==> config.mk <==
export PLATFORM = sky130hd
export DESIGN_NAME = max_min_scheduler
export DESIGN_NICKNAME = d
export VERILOG_FILES = /design/src/rtl/max_min_scheduler.sv
export SDC_FILE = /design/constraint.sdc
export NUM_CORES = 1
export LEC_CHECK = 0
export BUFFER_PORTS_ARGS = -buffer_cell sky130_fd_sc_hd__buf_2
export CAP_MARGIN = 5
export CORE_MARGIN = 2
export CORE_UTILIZATION = 40
export CTS_CLUSTER_DIAMETER = 200
export CTS_CLUSTER_SIZE = 24
export DETAILED_ROUTE_END_ITERATION = 8
export PLACE_DENSITY = 0.76
export SYNTH_ARGS = -nofsm -noshare
export SYNTH_HDL_FRONTEND = slang
export SYNTH_SLANG_ARGS = --single-unit
export TNS_END_PERCENT = 100
==> constraint.sdc <==
create_clock -name clk -period 2.2 [get_ports clk]
set_input_delay 0.44 -clock clk [delete_from_list [all_inputs] [get_ports clk]]
set_output_delay 0.44 -clock clk [all_outputs]
set_load 0.02 [all_outputs]
==> src/rtl/max_min_scheduler.sv <==
// Round-robin front end that time-shares a single max/min search engine among
// NUM_REQ byte-stream requesters and returns ID-tagged results.
module max_min_scheduler #(
    parameter int NUM_REQ = 4,
    parameter int ID_W    = 2,
    parameter int TIMEOUT = 64
) (
    input  logic                 clk,
    input  logic                 reset,
    input  logic [NUM_REQ-1:0]   req_valid,
    input  logic [NUM_REQ*8-1:0] req_data,
    input  logic [NUM_REQ-1:0]   req_last,
    output logic [NUM_REQ-1:0]   req_ready,
    output logic                 eng_start,
    output logic [7:0]           eng_inputA,
    input  logic                 eng_done,
    input  logic [7:0]           eng_maxValue,
    input  logic [7:0]           eng_minValue,
    output logic                 rsp_valid,
    input  logic                 rsp_ready,
    output logic [ID_W-1:0]      rsp_id,
    output logic [7:0]           rsp_max,
    output logic [7:0]           rsp_min,
    output logic                 rsp_timeout
);

    typedef enum logic [1:0] {IDLE, STREAM, WAIT, RESP} state_t;

    localparam int CNT_W = $clog2(TIMEOUT) + 1;

    state_t            state_reg, state_next;
    logic [ID_W-1:0]   rr_ptr_reg, rr_ptr_next;
    logic [ID_W-1:0]   grant_reg, grant_next;
    logic [CNT_W-1:0]  wait_cnt_reg, wait_cnt_next;
    logic              eng_start_reg, eng_start_next;
    logic [7:0]        eng_inputA_reg, eng_inputA_next;
    logic              rsp_valid_reg, rsp_valid_next;
    logic [ID_W-1:0]   rsp_id_reg, rsp_id_next;
    logic [7:0]        rsp_max_reg, rsp_max_next;
    logic [7:0]        rsp_min_reg, rsp_min_next;
    logic              rsp_timeout_reg, rsp_timeout_next;

    logic [7:0]        req_byte [NUM_REQ];
    logic              sel_valid, sel_last;
    logic [7:0]        sel_byte;
    logic              arb_found;
    logic [ID_W-1:0]   arb_idx;

    generate
        for (genvar gi = 0; gi < NUM_REQ; gi++) begin : g_req
            assign req_byte[gi]  = req_data[8*gi +: 8];
            assign req_ready[gi] = (state_reg == STREAM) && (grant_reg == ID_W'(gi));
        end
    endgenerate

    assign sel_valid = req_valid[grant_reg];
    assign sel_last  = req_last[grant_reg];
    assign sel_byte  = req_byte[grant_reg];

    // First valid requester found scanning upward from rr_ptr, wrapping at NUM_REQ.
    always_comb begin
        int idx;
        arb_found = 1'b0;
        arb_idx   = '0;
        idx       = 0;
        for (int k = 0; k < NUM_REQ; k++) begin
            idx = int'(rr_ptr_reg) + k;
            if (idx >= NUM_REQ) idx = idx - NUM_REQ;
            if (!arb_found && req_valid[idx]) begin
                arb_found = 1'b1;
                arb_idx   = ID_W'(idx);
            end
        end
    end

    always_comb begin
        state_next       = state_reg;
        rr_ptr_next      = rr_ptr_reg;
        grant_next       = grant_reg;
        wait_cnt_next    = wait_cnt_reg;
        eng_start_next   = eng_start_reg;
        eng_inputA_next  = eng_inputA_reg;
        rsp_valid_next   = rsp_valid_reg;
        rsp_id_next      = rsp_id_reg;
        rsp_max_next     = rsp_max_reg;
        rsp_min_next     = rsp_min_reg;
        rsp_timeout_next = rsp_timeout_reg;

        case (state_reg)
            IDLE: begin
                if (arb_found) begin
                    grant_next = arb_idx;
                    state_next = STREAM;
                end
            end
            STREAM: begin
                // A bubble leaves start high and the previous byte in place.
                if (sel_valid) begin
                    eng_inputA_next = sel_byte;
                    eng_start_next  = 1'b1;
                    if (sel_last) state_next = WAIT;
                end
            end
            WAIT: begin
                eng_start_next = 1'b0;
                wait_cnt_next  = wait_cnt_reg + 1'b1;
                // done is only trusted once start has dropped; it wins over timeout.
                if (eng_done && !eng_start_reg) begin
                    rsp_valid_next   = 1'b1;
                    rsp_id_next      = grant_reg;
                    rsp_max_next     = eng_maxValue;
                    rsp_min_next     = eng_minValue;
                    rsp_timeout_next = 1'b0;
                    state_next       = RESP;
                end else if (wait_cnt_reg == CNT_W'(TIMEOUT - 1)) begin
                    rsp_valid_next   = 1'b1;
                    rsp_id_next      = grant_reg;
                    rsp_max_next     = 8'h00;
                    rsp_min_next     = 8'h00;
                    rsp_timeout_next = 1'b1;
                    state_next       = RESP;
                end
            end
            RESP: begin
                if (rsp_ready) begin
                    rsp_valid_next = 1'b0;
                    rr_ptr_next    = (grant_reg == ID_W'(NUM_REQ - 1)) ? '0 : grant_reg + 1'b1;
                    wait_cnt_next  = '0;
                    state_next     = IDLE;
                end
            end
            default: state_next = IDLE;
        endcase
    end

    always_ff @(posedge clk or posedge reset) begin
        if (reset) begin
            state_reg       <= IDLE;
            rr_ptr_reg      <= '0;
            grant_reg       <= '0;
            wait_cnt_reg    <= '0;
            eng_start_reg   <= 1'b0;
            eng_inputA_reg  <= 8'h00;
            rsp_valid_reg   <= 1'b0;
            rsp_id_reg      <= '0;
            rsp_max_reg     <= 8'h00;
            rsp_min_reg     <= 8'h00;
            rsp_timeout_reg <= 1'b0;
        end else begin
            state_reg       <= state_next;
            rr_ptr_reg      <= rr_ptr_next;
            grant_reg       <= grant_next;
            wait_cnt_reg    <= wait_cnt_next;
            eng_start_reg   <= eng_start_next;
            eng_inputA_reg  <= eng_inputA_next;
            rsp_valid_reg   <= rsp_valid_next;
            rsp_id_reg      <= rsp_id_next;
            rsp_max_reg     <= rsp_max_next;
            rsp_min_reg     <= rsp_min_next;
            rsp_timeout_reg <= rsp_timeout_next;
        end
    end

    assign eng_start   = eng_start_reg;
    assign eng_inputA  = eng_inputA_reg;
    assign rsp_valid   = rsp_valid_reg;
    assign rsp_id      = rsp_id_reg;
    assign rsp_max     = rsp_max_reg;
    assign rsp_min     = rsp_min_reg;
    assign rsp_timeout = rsp_timeout_reg;

endmodule
==> impl_metrics.env <==
export IMPL_hold_viol=0
export IMPL_grt_overflow=0
export IMPL_diodes=0
export IMPL_clk_latency_ps=290
export IMPL_synth_fa_ha_area_share_pct=5.63
export IMPL_cellLeakagePower_nw=1.43
export IMPL_cts_tree="done"
export IMPL_power_per_cell_area_nw_per_um2=1370
export IMPL_rrSetupSlack_ps=110
export IMPL_synth_cells=184
export IMPL_drv_slew=0
export IMPL_ys_types=39
export IMPL_critPathLaunchType="flip-flop"
export IMPL_crit_slowest_cell="or4b_4"
export IMPL_path_clk_slew_ps=80
export IMPL_core_area_um2=5440
export IMPL_dieArea_um2=6160
export IMPL_vias=1834
export IMPL_arrival_ps=2270
export IMPL_cts_buffer_depth=2
export IMPL_fmax_mhz=479
export IMPL_via_per_inst=5.17
export IMPL_place_congestion=0.797
export IMPL_grt_pass1_wl_um=8040
export IMPL_worstPathRequired_ps=2380
export IMPL_period_share_pct=94.8
export IMPL_hpwl_um=3860
export IMPL_avgSynthCellArea_um2=12.1
export IMPL_path_cells="inv_1 -> ha_1 -> a32o_1 -> or4b_4 -> mux2_4"
export IMPL_outcome="complete, no violations"
export IMPL_antenna_found_initial=0
export IMPL_setup_viol=0
export IMPL_synth_ff_type="dfrtp_1"
export IMPL_dr_pass1_iters=6
export IMPL_synth_seq_cells=42
export IMPL_ir_drop_uv=738
export IMPL_grt_pass1_vias=1767
export IMPL_die_width_um=78.5
export IMPL_grt_start_max_net_pins=43
export IMPL_hold_path_class="input pin to asynchronous set/reset pin"
export IMPL_netlist_area_leader_share_pct=47.3
export IMPL_routed_wl_um=5020
export IMPL_die_h_um=78.5
export IMPL_crit_type="flip-flop to flip-flop"
export IMPL_areaGrowthSynthToFinish_pct=30.5
export IMPL_synth_xor_area_share_pct=2.37
export IMPL_groute_usage_overall_pct=16.4
export IMPL_synth_edf_count=0
export IMPL_synth_compound_area_share_pct=14.0
export IMPL_fin_util_pct=53.3
export IMPL_syn_area_um2=2220
export IMPL_netlist_top_cell_by_area="dfrtp_1"
export IMPL_post_dp_cell_area_um2=2790
export IMPL_numPortBuffers=92
export IMPL_yosys_warnings=0
export IMPL_final_cell_area_um2=2900
export IMPL_max_slew_margin_pct=65.0
export IMPL_cts_buffers=5
export IMPL_synth_fp_nets=254
export IMPL_synth_top_family_by_area="multiplexers"
export IMPL_drt_iter0_drc=55
export IMPL_drc=0
export IMPL_synthArstFlopShare_pct=100
export IMPL_start_util_pct=40.8
export IMPL_cts_setup_buffers=0
export IMPL_worst_slew_pin_slew_ps=525
export IMPL_rows=27
export IMPL_critPathMaxStageDelay_ps=540
export IMPL_root_buffer="clkbuf_8"
export IMPL_clock_skew_ps=6.52
export IMPL_r2r_cells=5
export IMPL_fillers=497
export IMPL_hold_ws_ps=260
export IMPL_ctsHoldBuffers=0
export IMPL_pin_count=93
export IMPL_setup_tns_final_ps=0
export IMPL_fin_crit_ps=2090
export IMPL_crit_fanout=10
export IMPL_drv_cap=0
export IMPL_post_drt_wl_per_cell_um=14.1
export IMPL_final_antenna_net_count=0
export IMPL_rsz0062_at_grt="no"
export IMPL_drive_gt1_share_pct=47.7
export IMPL_muxShareOfSynthArea_pct=17.7
export IMPL_nets=352
export IMPL_seq_area_frac_synth_pct=47.3
export IMPL_netlist_top_cells_area="dfrtp_1, mux4_2, mux2_2"
export IMPL_finalPower_w=0.00399
export IMPL_synth_simple_area_share_pct=9.46
export IMPL_cts_resized=0
export IMPL_cts_sinks=42
export IMPL_cts_max_level=2
export IMPL_cp_end_kind="flip-flop"
synth_stat cells (all sizes together), types with 3 or more instances:
cell type	number
o22ai	5
mux2i	3
o21ai	3
clkbuf	7
nand2	15
nor2	4
xor2	4
a21oi	7
inv	9
and2	4
dfrtp	42
a22o	16
nand2b	4
mux2	16
nand4	3
mux4	8
ha	10
worst max-delay path: cells and delay by family, from the launching register on:
| family | cells | cell delay [ps] |
|---|---|---|
| flops | 1 | 430 |
| mux | 1 | 310 |
| compound gates | 1 | 310 |
| fa+ha+maj | 1 | 300 |
| simple gates | 1 | 540 |
| buf+inv | 1 | 100 |
kinds of logic after synthesis:
family,count (synthesis)
buffers and inverters,18
DFF,42
adders and majority gates,10
muxes,27
xor gates and xnor gates,6
and+or+nand+nor,39
AOI/OAI and AO/OA,42
cell type report:
cell class | count | area [um2] | area share [%]
multi-input cells | 124 | 1090 | 37.7
well taps | 72 | 90.1 | 3.11
clock buffers | 6 | 72.6 | 2.50
flip-flops and latches | 42 | 1050 | 36.3
clock inverters | 2 | 37.5 | 1.29
inverters | 9 | 33.8 | 1.17
repair buffers | 100 | 520 | 18.0
cells in the final DEF, fill, tap and decap left out, types with 7 or more instances in the layout:
cell type   n
a21oi_1     7
nand2_1    15
mux4_2      8
a22o_1     16
mux2_2     15
buf_4       8
ha_1       10
dfrtp_1    42
inv_1       8
buf_2      92
report_power, final:
group | internal [W] | total, W | switching (W) | leakage, nW
Combinational | 0.000964 | 0.00203 | 0.00107 | 0.850
Clock | 0.000339 | 0.000598 | 0.000260 | 0.0514
Sequential | 0.00111 | 0.00135 | 0.000243 | 0.524
final timing paths:
kind / end / from
hold / removal: rsp_max[5]$_DFFE_PP0P_ / reset
min in group clk: rsp_min[3]$_DFFE_PP0P_ / eng_minValue[3]
max in group asynchronous: rsp_max[7]$_DFFE_PP0P_ / reset
setup reg to reg: state_reg[1]$_DFFE_PP0P_ / state_reg[1]$_DFFE_PP0P_
hold reg to reg: eng_inputA[5]$_DFFE_PP0P_ / eng_inputA[5]$_DFFE_PP0P_
setup / recovery: state_reg[1]$_DFFE_PP0P_ / state_reg[1]$_DFFE_PP0P_
through the flow:
stage          std cells  worst slack, ps
2_1_floorplan        184              222
3_3_place_gp         347              223
5_1_grt              355             28.5
3_5_place_dp         347              137
6_report             355              113
4_1_cts              355              117
per-layer routing:
| layer | track usage, % | vias up | wire [um] |
|---|---|---|---|
| met1 | 20.0 | 891 | 2060 |
| met5 | 0 | - | 0 |
| li1 | - | 867 | - |
| met2 | 28.8 | 68 | 2600 |
| met3 | 3.68 | 8 | 304 |
| met4 | 4.91 | 0 | 56 |
Note: power is estimated with default switching activity, not from simulation.
